## src/rtl/digitube_scan_ctrl.sv

```systemverilog
// Four-digit, active-low 7-segment scan controller. New values wait in a pending register and commit only at a frame wrap.
// Optional macro LEADING_ZERO_BLANK_EN blanks digits 3..1 while they and every higher nibble are zero.
module digitube_scan_ctrl #(
    parameter int SCAN_DIV = 50000,
    parameter int DIV_W    = 16
) (
    input  logic        clk,
    input  logic        rst_n,
    input  logic        enable,
    input  logic        load,
    input  logic [15:0] value_in,
    input  logic [3:0]  dp_in,
    output logic [11:0] digi_out,
    output logic        busy,
    output logic        frame_done
);

    localparam logic [DIV_W-1:0] DIV_LAST = DIV_W'(SCAN_DIV - 1);

    logic [DIV_W-1:0] div_cnt_q, div_cnt_d;
    logic [1:0]       idx_q, idx_d;
    logic [15:0]      act_val_q, act_val_d;
    logic [3:0]       act_dp_q, act_dp_d;
    logic [15:0]      pend_val_q, pend_val_d;
    logic [3:0]       pend_dp_q, pend_dp_d;
    logic             pend_v_q, pend_v_d;
    logic [11:0]      digi_q, digi_d;
    logic             frame_q, frame_d;

    logic             divWrap;
    logic             frameWrap;
    logic             commitNow;
    logic [3:0]       curNibble;
    logic [3:0]       curAnode;
    logic [6:0]       curSeg;
    logic             leadBlank;

    function automatic logic [6:0] hexSeg(input logic [3:0] nib);
        logic [6:0] seg;
        case (nib)
            4'h0: seg = 7'b1000000;
            4'h1: seg = 7'b1111001;
            4'h2: seg = 7'b0100100;
            4'h3: seg = 7'b0110000;
            4'h4: seg = 7'b0011001;
            4'h5: seg = 7'b0010010;
            4'h6: seg = 7'b0000010;
            4'h7: seg = 7'b1111000;
            4'h8: seg = 7'b0000000;
            4'h9: seg = 7'b0010000;
            4'hA: seg = 7'b0001000;
            4'hB: seg = 7'b0000011;
            4'hC: seg = 7'b1000110;
            4'hD: seg = 7'b0100001;
            4'hE: seg = 7'b0000110;
            default: seg = 7'b0001110;
        endcase
        return seg;
    endfunction

    // A pending value commits at the frame wrap, or immediately while blanked since nothing can tear.
    // A load on the commit edge lands in pending after the old contents have been taken.
    always_comb begin
        divWrap    = enable && (div_cnt_q == DIV_LAST);
        frameWrap  = divWrap && (idx_q == 2'd3);
        commitNow  = pend_v_q && (frameWrap || !enable);

        div_cnt_d  = '0;
        idx_d      = 2'd0;
        act_val_d  = act_val_q;
        act_dp_d   = act_dp_q;
        pend_val_d = pend_val_q;
        pend_dp_d  = pend_dp_q;
        pend_v_d   = pend_v_q;
        frame_d    = frameWrap;

        if (enable) begin
            div_cnt_d = divWrap ? '0 : div_cnt_q + DIV_W'(1);
            idx_d     = divWrap ? idx_q + 2'd1 : idx_q;
        end

        if (commitNow) begin
            act_val_d = pend_val_q;
            act_dp_d  = pend_dp_q;
            pend_v_d  = 1'b0;
        end

        if (load) begin
            pend_val_d = value_in;
            pend_dp_d  = dp_in;
            pend_v_d   = 1'b1;
        end
    end

    // Decoding from next-state makes digit 0 of a fresh commit appear in the same cycle as frame_done.
    always_comb begin
        curNibble = act_val_d[3:0];
        curAnode  = 4'b1110;
        case (idx_d)
            2'd0: begin curNibble = act_val_d[3:0];   curAnode = 4'b1110; end
            2'd1: begin curNibble = act_val_d[7:4];   curAnode = 4'b1101; end
            2'd2: begin curNibble = act_val_d[11:8];  curAnode = 4'b1011; end
            default: begin curNibble = act_val_d[15:12]; curAnode = 4'b0111; end
        endcase
    end

`ifdef LEADING_ZERO_BLANK_EN
    always_comb begin
        leadBlank = 1'b0;
        case (idx_d)
            2'd1: leadBlank = (act_val_d[15:4] == 12'd0);
            2'd2: leadBlank = (act_val_d[15:8] == 8'd0);
            2'd3: leadBlank = (act_val_d[15:12] == 4'd0);
            default: leadBlank = 1'b0;
        endcase
    end
`else
    assign leadBlank = 1'b0;
`endif

    always_comb begin
        curSeg = leadBlank ? 7'h7F : hexSeg(curNibble);
        digi_d = enable ? {curAnode, ~act_dp_d[idx_d], curSeg} : 12'hFFF;
    end

    always_ff @(posedge clk) begin
        if (!rst_n) begin
            div_cnt_q  <= '0;
            idx_q      <= 2'd0;
            act_val_q  <= 16'd0;
            act_dp_q   <= 4'd0;
            pend_val_q <= 16'd0;
            pend_dp_q  <= 4'd0;
            pend_v_q   <= 1'b0;
            digi_q     <= 12'hFFF;
            frame_q    <= 1'b0;
        end else begin
            div_cnt_q  <= div_cnt_d;
            idx_q      <= idx_d;
            act_val_q  <= act_val_d;
            act_dp_q   <= act_dp_d;
            pend_val_q <= pend_val_d;
            pend_dp_q  <= pend_dp_d;
            pend_v_q   <= pend_v_d;
            digi_q     <= digi_d;
            frame_q    <= frame_d;
        end
    end

    assign digi_out   = digi_q;
    assign busy       = pend_v_q;
    assign frame_done = frame_q;

endmodule

```

## config.mk

```make
export PLATFORM = sky130hd
export DESIGN_NAME = digitube_scan_ctrl
export DESIGN_NICKNAME = d
export VERILOG_FILES = /design/src/rtl/digitube_scan_ctrl.sv
export SDC_FILE = /design/constraint.sdc
export NUM_CORES = 1
export LEC_CHECK = 0
export ABC_CLOCK_PERIOD_IN_PS = 8300
export CAP_MARGIN = 20
export CORE_MARGIN = 1
export CORE_UTILIZATION = 45
export DETAILED_ROUTE_END_ITERATION = 10
export PLACE_DENSITY = 0.78
export SLEW_MARGIN = 5
export SYNTH_ARGS = -nofsm -noshare
export SYNTH_HDL_FRONTEND = slang
export SYNTH_SLANG_ARGS = --single-unit
```

## constraint.sdc

```tcl
create_clock -name clk -period 8.3 [get_ports clk]
set_input_delay 0.83 -clock clk [delete_from_list [all_inputs] [get_ports clk]]
set_output_delay 0.83 -clock clk [all_outputs]
set_load 0.01 [all_outputs]
```

==> out/qor.txt, run 1 <==
Status - finished clean
Slew @ Worst Pin - 0.968 ns
Post-Synthesis Net Count - 352
Multi-input gate area - 0.00167 mm2
Vias in the first global route - 2,171
Buf+Inv Stages, Crit Path - 2
DRC Markers - 0
Mapped cell area - 0.00320 mm2
Most used DFF post-synth - dfxtp_1
Final hold vios - 0
Post-DP HPWL - 4.19 mm
DP Worst Slack - 3.15 ns
Worst-Skew Late Latency - 0.36 ns
Critical path, cell by cell - clkdlybuf4s50_1 > or4b_4 > nor4_4 > and2_1 > mux2i_1 > and2_1 > a22oi_1 > o21ai_1 > inv_1 > ha_1 > mux4_1 > nand2b_1
Root buf cell - clkbuf_8
Yosys reg bits - 72
Synth top cells by count - dfxtp_1 (72), mux2i_1 (46), nor2b_1 (41)
Diodes inserted - 0
Share of layout cells above drive strength 1 - 0.0799
CP top delay family - simple AND/OR/NAND/NOR gates
Worst R2R Start - div_cnt_q[7]
Die area - 0.00745 mm2
CTS Buffer Depth - 2
MaxCap Viol Count - 0
Setup TNS - 0 ns
Crit path time final - 4.85 ns
GR Overflow Total - 0
Area Growth Syn to Fin - 20.2%
Cell variety after synth - 47
Slowest library cell on the worst path - clkdlybuf4s50_1
Die Ht - 86.3 um
Crit-path max cell delay - 0.75 ns
Fin. max-slew vios - 0
Setup crit start kind - input port
Slew HR - 0.355
Vias per cell - 5.07
Number of synthesized flops with an enable pin - 0
RePlAce Congestion - 0.813
Top-count cell post-synth - dfxtp_1
Crit-path most repeated cell - and2_1
Fmax - 206 MHz
Clock skew - 0.0115 ns
Post-synthesis async set-or-reset flop share - 0
Top Ports - 38
Unrepaired setup endpoints after global routing - false
Final setup margin - 3.45 ns
Post-CTS Hold Fix Bufs - 0
Placed cell area - 0.00366 mm2
CP Launch Point - enable
Yosys warning total - 0
TritonCTS Buffers - 9
Setup CP Type - input port to flop
FP Rows - 30
Worst Path Required - 8.53 ns
DRT iter0 DRCs - 111
H-Tree Depth - 3
DR pass1 iterations - 4
Worst Path Arrival - 5.08 ns
Filler cells - 615
PD cells - 178 mW/mm2
GRT Total Usage - 0.175
Clk pin slew, worst setup/hold paths - 0.07 ns
Post-route cell area - 0.00384 mm2
Yosys top cell area share - 0.451
Antenna violations before repair - 0
Synth area leaders - dfxtp_1 (45%), mux2i_1 (14%), nor2b_1 (8.0%)
CP Capture Type - flop
First-pass GRT wire length - 10.0 mm
I/O Buffers - 37
Leak Pwr - 1.55 nW
TritonCTS clock tree - yes
Post-layout net count - 390
Post-Syn Instances - 320
Reg area - 0.00144 mm2
Worst Hold Launch - div_cnt_q[0]
Drt wl/cell - 12.9 um
Avg Cell Area, Syn - 9.99 um2
Die W - 86.3 um
Initial core utilization - 0.468
Largest net degree at the start of global routing - 46
Period utilization - 0.584
Post_cts resized - 0
Seq/Total Area, Yosys - 0.451
Vias - 2,329
Crit path max fanout - 14
FF-to-FF setup slack - 4.30 ns
Post-CTS Setup Inserts - 0
Total Routed Length - 5.94 mm
Sink Count - 72
Worst VDD drop - 0.000103 V
Final setup vio count - 0
Routed Antenna Nets - 0
Util after Layout - 0.563
Core Area - 0.00683 mm2
Leading area contributor after synthesis - dfxtp_1
Hold Path Class - flop to flop
## layout by cell type (no fill, tap or decap), types with 5 or more instances in the layout
cell type,netlist,layout
a21oi_1,6,6
and2_1,5,5
clkbuf_8,0,9
clkdlybuf4s50_1,0,37
dfxtp_1,72,72
ha_1,8,8
inv_1,8,8
mux2i_1,46,46
nand2_1,18,18
nand3_1,8,8
nand4_1,5,5
nor2_1,28,28
nor2b_1,41,41
xnor2_1,7,7
xor2_1,6,6
## path summary, 6_finish.rpt
path                        to  cells past startpoint
hold / removal    div_cnt_q[0]                      1
setup reg to reg   digi_out[3]                     11
hold reg to reg   div_cnt_q[0]                      1
setup / recovery   digi_out[3]                     12
## area by class of cell
type                            instances  area share
Clock buffer                           10      0.0332
Clock inverter                          6      0.0156
Multi-Input combinational cell        226       0.433
Inverter                                8     0.00781
Sequential cell                        72       0.375
Timing Repair Buffer                   41       0.104
Tap cell                               96      0.0312
## worst reg2reg max path: stages (launching register included)
cell and delay [ns]:
dfxtp_1 0.35, or4b_4 0.56, nor4_4 0.23, and2_1 0.39, mux2i_1 0.60, and2_1 0.27, a22oi_1 0.10, o21ai_1 0.29
inv_1 0.17, ha_1 0.27, mux4_1 0.50, nand2b_1 0.15
## cells by family (layout without fill, tap and decap cells)
logic type,count (synthesis),after routing,share of synthesized area
compound gates,29,29,0.0696
buf+inv,22,65,0.0286
mux,52,52,0.170
simple gates,124,124,0.214
flops,72,72,0.451
fa+ha+maj,8,8,0.0313
xor+xnor,13,13,0.0356
## report_power, final
part | switching, W | total (W) | internal (W)
clock | 0.000127 | 0.000264 | 0.000137
sequential | 0.00000540 | 0.000362 | 0.000356
combinational | 0.0000263 | 0.0000599 | 0.0000336
## sequential cells by signal, indices dropped and copies added (netlist names)
name        flops
act_dp_q        4
act_val_q      16
busy            1
digi_out       12
div_cnt_q      16
frame_done      1
idx_q           2
pend_dp_q       4
pend_val_q     16
## metal layers
| layer | GRT usage | vias to the layer above | routed length [um] |
|---|---|---|---|
| met1 | 0.214 | 1093 | 2840 |
| met2 | 0.276 | 43 | 2730 |
| met3 | 0.0495 | 13 | 241 |
| met5 | 0 | - | 0 |
| met4 | 0.103 | 0 | 131 |
| li1 | - | 1180 | - |
## stage by stage
stage	cells	power (W)	hold slack, ns
2_1_floorplan	320	0.000404	0.418
3_3_place_gp	443	0.000428	0.429
3_5_place_dp	443	0.000430	0.462
4_1_cts	459	0.000693	0.472
5_1_grt	459	0.000715	0.500
6_report	459	0.000686	0.463
Note: power is estimated with default switching activity, not from simulation.
==> run 2, diff against run 1 <==
--- a/config.mk
+++ b/config.mk
@@ -5,7 +5,7 @@
 export SDC_FILE = /design/constraint.sdc
 export NUM_CORES = 1
 export LEC_CHECK = 0
-export ABC_CLOCK_PERIOD_IN_PS = 8300
+export ABC_CLOCK_PERIOD_IN_PS = 4580
 export CAP_MARGIN = 20
 export CORE_MARGIN = 1
 export CORE_UTILIZATION = 45
==> constraint.sdc (replaced) <==
create_clock -name clk -period 4.58 [get_ports clk]
set_input_delay 0.458 -clock clk [delete_from_list [all_inputs] [get_ports clk]]
set_output_delay 0.458 -clock clk [all_outputs]
set_load 0.01 [all_outputs]
==> out/qor.txt, run 2 (synthesis results as in run 1) <==
Most frequent cells in the layout - dfxtp_1 (72), mux2i_1 (46), nor2b_1 (41), clkdlybuf4s50_1 (37), nor2_1 (28) (unchanged)
Fin. max-slew vios - 0 (unchanged)
Die area - 0.00745 mm2 (unchanged)
PD cells - 326 mW/mm2 (was 178 mW/mm2)
Slew @ Worst Pin - 0.632 ns (was 0.968 ns)
Die Ht - 86.3 um (unchanged)
Status - finished clean (unchanged)
Clk pin slew, worst setup/hold paths - 0.07 ns (about the same)
Crit path time final - 3.99 ns
Worst Path Arrival - 4.21 ns (was 5.08 ns)
Crit path max fanout - 8 (was 14)
Critical path, cell by cell - clkdlybuf4s50_1 > or4b_4 > nor4_4 > and2_1 > mux2i_1 > buf_4 > a21oi_1 > a21oi_1 > inv_1 > ha_1 > mux4_1 > nand2b_1 (was clkdlybuf4s50_1 > or4b_4 > nor4_4 > and2_1 > mux2i_1 > and2_1 > a22oi_1 > o21ai_1 > inv_1 > ha_1 > mux4_1 > nand2b_1)
Vias - 2,338 (was 2,329)
Filler cells - 628 (was 615)
Setup crit start kind - input port (unchanged)
Clock power frac - 0.398 (was 0.386)
Sink Count - 72 (unchanged)
Slew HR - 0.567 (was 0.355)
Area Growth Syn to Fin - 22.0% (was 20.2%)
GRT Total Usage - 0.179 (was 0.175)
Crit-path most repeated cell - a21oi_1 (was and2_1)
Setup TNS - 0 ns (unchanged)
Antenna violations before repair - 0 (unchanged)
Routed Antenna Nets - 0 (unchanged)
Worst Hold Path EP - div_cnt_q[0] (unchanged)
Leak Pwr - 1.58 nW (was 1.55 nW)
CTS Buffer Depth - 2 (unchanged)
Post_cts resized - 0 (unchanged)
Crit-path max cell delay - 0.50 ns (was 0.75 ns)
Setup CP Type - input port to flop (unchanged)
RePlAce Congestion - 0.813 (about the same)
Worst Path Required - 4.80 ns (was 8.53 ns)
Final setup vio count - 0 (unchanged)
Worst-Skew Late Latency - 0.35 ns (was 0.36 ns)
Drt wl/cell - 12.7 um (was 12.9 um)
DRT iter0 DRCs - 92 (was 111)
First-pass GRT wire length - 10.3 mm (was 10.0 mm)
Post-CTS Setup Inserts - 0 (unchanged)
Post-CTS Hold Fix Bufs - 0 (unchanged)
Period utilization - 0.871
Worst VDD drop - 0.000259 V (was 0.000103 V)
Slowest library cell on the worst path - clkdlybuf4s50_1 (unchanged)
MaxCap Viol Count - 0 (unchanged)
Top Ports - 38 (unchanged)
TritonCTS Buffers - 9 (unchanged)
Vias in the first global route - 2,221 (was 2,171)
CP Capture Type - flop (unchanged)
Final hold slack - 0.462 ns (was 0.463 ns)
Share of layout cells above drive strength 1 - 0.0951 (was 0.0799)
Depth of the worst register-to-register path - 11 (unchanged)
Die W - 86.3 um (unchanged)
H-Tree Depth - 3 (unchanged)
DR pass1 iterations - 4 (unchanged)
Most common cell after layout, fill and taps aside - dfxtp_1 (unchanged)
Worst R2R Start - div_cnt_q[5] (was div_cnt_q[7])
Worst Hold Launch - div_cnt_q[0] (unchanged)
Regs by FF count - act_val_q: 16 flops, div_cnt_q: 16 flops, pend_val_q: 16 flops (unchanged)
Buf+Inv Stages, Crit Path - 3 (was 2)
TritonCTS clock tree - yes (unchanged)
Internal power - 0.000986 W (was 0.000527 W)
Initial core utilization - 0.468 (unchanged)
Core Area - 0.00683 mm2 (unchanged)
DRC Markers - 0 (unchanged)
Clock skew - 0.00895 ns (was 0.0115 ns)
Share of power burned in registers - 0.516 (was 0.527)
Combinational share of power - 0.087 (about the same)
Total Routed Length - 5.90 mm (was 5.94 mm)
Post-Layout Cell Count - 464 (was 459)
I/O Buffers - 37 (unchanged)
Inst Count DP - 448 (was 443)
Hold Path Class - flop to flop (unchanged)
GR Overflow Total - 0 (unchanged)
Post-DP HPWL - 4.23 mm (was 4.19 mm)
FF-to-FF setup slack - 0.77 ns (was 4.30 ns)
Vias per cell - 5.04 (was 5.07)
Util after Layout - 0.571 (was 0.563)
Post-layout net count - 395 (was 390)
FP Rows - 30 (unchanged)
Unrepaired setup endpoints after global routing - false (unchanged)
Psw - 0.000284 W (was 0.000159 W)
Sw Ratio - 0.224 (was 0.232)
Capturing point of the worst reg2reg path - digi_out[3] (unchanged)
CP top delay family - simple AND/OR/NAND/NOR gates (unchanged)
Largest net degree at the start of global routing - 46 (unchanged)
Worst hold stages - 1 (unchanged)
Fmax - 251 MHz
Root buf cell - clkbuf_8 (unchanged)
Diodes inserted - 0 (unchanged)
Final hold vios - 0 (unchanged)
==> run 2: changes by cell type in the layout (fill, tap and decap cells not counted) <==
cell | before | now
buf_4 | 4 | 9
clkbuf_1 | 1 | 0
clkinv_2 | 3 | 2
clkbuf_8 | 9 | 11
==> run 2: per-stage QoR <==
step / power [W] / worst slack [ns] / cell area (um2)
2_1_floorplan: 0.000732 / 1.04 / 3200
5_1_grt: 0.00133 / 0.361 / 3900
3_3_place_gp: 0.000777 / 0.478 / 3690
4_1_cts: 0.00128 / 0.629 / 3900
6_report: 0.00127 / 0.591 / 3900
3_5_place_dp: 0.000780 / 0.291 / 3690
==> run 2: metal layers <==
layer | up-vias | GRT usage | wire length [um]
li1 | 1187 | - | -
met1 | 1093 | 0.222 | 2810
met2 | 48 | 0.286 | 2750
met3 | 10 | 0.0705 | 245
met4 | 0 | 0.0576 | 98
met5 | - | 0 | 0
==> run 2: worst max-delay path by stage <==
| stage | startpoint | endpoint | slack (ns) | cells past startpoint |
|---|---|---|---|---|
| global placement | enable | digi_out[3] | 0.48 | 12 |
| CTS | enable | digi_out[3] | 0.63 | 12 |
| finish | enable | digi_out[3] | 0.59 | 12 |
| detailed placement | enable | digi_out[3] | 0.29 | 12 |
| floorplan | div_cnt_q[0] | digi_out[3] | 1.04 | 13 |
| global route | enable | digi_out[3] | 0.36 | 11 |
==> run 2: final cells by class <==
type                    instances  area (um2)  share of cell area
inverters                       8        30.0             0.00770
flip-flops and latches         72        1440               0.369
well taps                      96         120              0.0308
clock inverters                 5        55.1              0.0141
repair buffers                 46         438               0.112
clock buffers                  11         151              0.0388
multi-input cells             226        1670               0.427
==> run 2: worst register-to-register path: stages (launching register included) <==
cell      delay [ns]
dfxtp_1         0.37
or4b_4          0.55
nor4_4          0.23
and2_1          0.38
mux2i_1         0.38
buf_4           0.20
a21oi_1         0.05
a21oi_1         0.47
inv_1           0.15
ha_1            0.25
mux4_1          0.50
nand2b_1        0.15
==> run 2: power groups by stage <==
stage	logic [W]	registers (W)	clock network (W)
2_1_floorplan	0.0000632	0.000669	0
3_3_place_gp	0.000108	0.000669	0
3_5_place_dp	0.000110	0.000670	0
4_1_cts	0.000111	0.000656	0.000518
5_1_grt	0.000121	0.000657	0.000551
6_report	0.000110	0.000655	0.000505
==> RTL edit (config.mk and constraints of run 2) <==
Change the parameter `DIV_W` from 16 to 12.
--- a/src/rtl/digitube_scan_ctrl.sv
+++ b/src/rtl/digitube_scan_ctrl.sv
@@ -3,5 +3,5 @@
 module digitube_scan_ctrl #(
     parameter int SCAN_DIV = 50000,
-    parameter int DIV_W    = 16
+    parameter int DIV_W    = 12
 ) (
     input  logic        clk,
Behaviour: same outputs for any inputs over 10 cycles, from zero or initial values and one cycle with rst_n low; that may be too few to reach the edited logic, so the function may still have changed.
==> RTL edit against run 2 <==
Final area fell by 0.64%; worst setup slack improved by 0.37 ns; wire length rose by 14%; sequential cell count fell by 4; largest cell class unchanged; via count rose by 7.7%; critical path type is now register to register; area after synthesis rose by 1.6%; count of clock-buffer cells in the layout did not move; total power fell by 1.6%.
==> RTL edit: results (changes against run 2) <==
| Metric | Value |
|---|---|
| Maximum fanout along the worst path | `7 (-1)` |
| CTS H-tree depth | `3 (unchanged)` |
| Net Sw Frac | `23.9% (+1.5 points)` |
| Reg2Reg Depth | `9 (-2)` |
| 1st-iter DRT viols | `102 (+11%)` |
| Reg2reg end | `digi_out[3]` |
| Sequential area share after synthesis | `41.9% (-3.2 points)` |
| Final WL | `6750 um (+14%)` |
| Top flop regs | `act_val_q x16, pend_val_q x16` |
| Outcome | `finished, final reports clean` |
| Num CTS Buffers | `9 (unchanged)` |
| Worst clock skew | `0.00731 ns (-0.00164 ns)` |
| Largest net degree at the start of global routing | `47 (+2.2%)` |
| Postcts setup bufs | `0 (unchanged)` |
| Data arrival, critical path | `3.85 ns (-0.36 ns)` |
| CP Launch Type | `register` |
| Layout Nets | `398 (+0.76%)` |
| Reg-to-Reg Start | `div_cnt_q[10]` |
| Global-route wire length before repair | `11400 um (+11%)` |
| Final HPWL DP | `4600 um (+8.7%)` |
| First drt pass iteration count | `5 (+1)` |
| Slew margin rel. | `24.9% (-32 points)` |
| Fillcell total | `635 (+1.1%)` |
| Max VDD drop | `234 uV (-9.9%)` |
| CP Class | `register to register` |
| Netlist cell types | `51 (+8.5%)` |
| RePlAce Congestion | `0.774 (-4.7%)` |
| Lkg Pwr | `1.49 nW (-5.5%)` |
| Synth top area cells | `dfxtp_1 (42%), mux2i_1 (10%), nor2b_1 (6.4%), and2_1 (3.3%), a32oi_1 (3.2%)` |
| Post-CTS resize count | `0 (unchanged)` |
| Total track usage | `19.9% (+2.0 points)` |
| Internal reg-to-reg setup slack | `0.96 ns (+0.19 ns)` |
| Layout cells sized above 1 | `9.43% (-0.077 points)` |
| Area after DPL | `3670 um^2 (-0.78%)` |
| Synth cell count leaders | `dfxtp_1 (68), mux2i_1 (34), nor2b_1 (33)` |
| Via density | `5.39 (+7.0%)` |
| # port buffers | `37 (unchanged)` |
| Synth Net Count | `368 (+4.5%)` |
-- RTL edit: changes by cell type in the layout (fill, tap and decap cells not counted), moves of 12 or more --
cell | before | now
nor2_1 | 28 | 16
a32oi_1 | 0 | 12
and2_1 | 5 | 17
mux2i_1 | 46 | 34
-- RTL edit: kinds of logic after synthesis --
kind of cell    share of synthesized area (%)
simple gates                             23.6
fa+ha+maj                                3.08
buf+inv                                  3.66
flops                                    41.9
xor+xnor                                 2.43
compound gates                           13.1
mux                                      12.2
-- RTL edit: worst min path at each step --
stage / start / endpoint / slack (ns) / cells after the start
floorplan: div_cnt_q[0] / div_cnt_q[0] / 0.41 / 1
global placement: div_cnt_q[0] / div_cnt_q[0] / 0.42 / 1
detailed placement: div_cnt_q[0] / div_cnt_q[0] / 0.44 / 1
CTS: div_cnt_q[0] / div_cnt_q[0] / 0.46 / 1
global route: act_val_q[10] / act_val_q[10] / 0.48 / 2
finish: div_cnt_q[0] / div_cnt_q[0] / 0.46 / 1
-- RTL edit: final cells by class --
class / instances / share of cell area (%)
Inverter: 6 / 0.581
Tap cell: 96 / 3.10
Clock inverter: 5 / 1.52
Clock buffer: 11 / 3.91
Multi-Input combinational cell: 241 / 45.6
Sequential cell: 68 / 35.1
Timing Repair Buffer: 40 / 10.1
-- RTL edit: through the flow --
step                util (%)  total power, mW  instances  setup slack [ns]
finish                  56.4             1.25        467             0.962
global route            56.4             1.30        467             0.682
CTS                     56.4             1.26        467             0.966
detailed placement      53.4            0.747        451             0.941
global placement        53.4            0.744        451              1.07
floorplan                  -            0.701        336              1.45
-- RTL edit: worst max-delay path: stages, from the launching register on --
cell	delay, ns
dfxtp_1	0.34
or4b_1	0.68
nor3_1	0.34
mux2i_1	0.64
mux2i_1	0.60
inv_1	0.17
ha_1	0.28
nor2_1	0.19
mux2_2	0.18
o22ai_1	0.08
-- RTL edit: per-layer routing --
metal	track usage, %	part of all wire (%)
met1	24.1	45
met4	10.9	2.6
met2	32.6	48
met3	4.55	4.6
met5	0	0
-- RTL edit: power by group through the flow --
stage | Clock, mW | Sequential (mW) | Combinational, mW
2_1_floorplan | 0 | 0.634 | 0.0670
3_3_place_gp | 0 | 0.637 | 0.107
3_5_place_dp | 0 | 0.638 | 0.109
4_1_cts | 0.524 | 0.624 | 0.110
5_1_grt | 0.551 | 0.627 | 0.120
6_report | 0.517 | 0.624 | 0.109
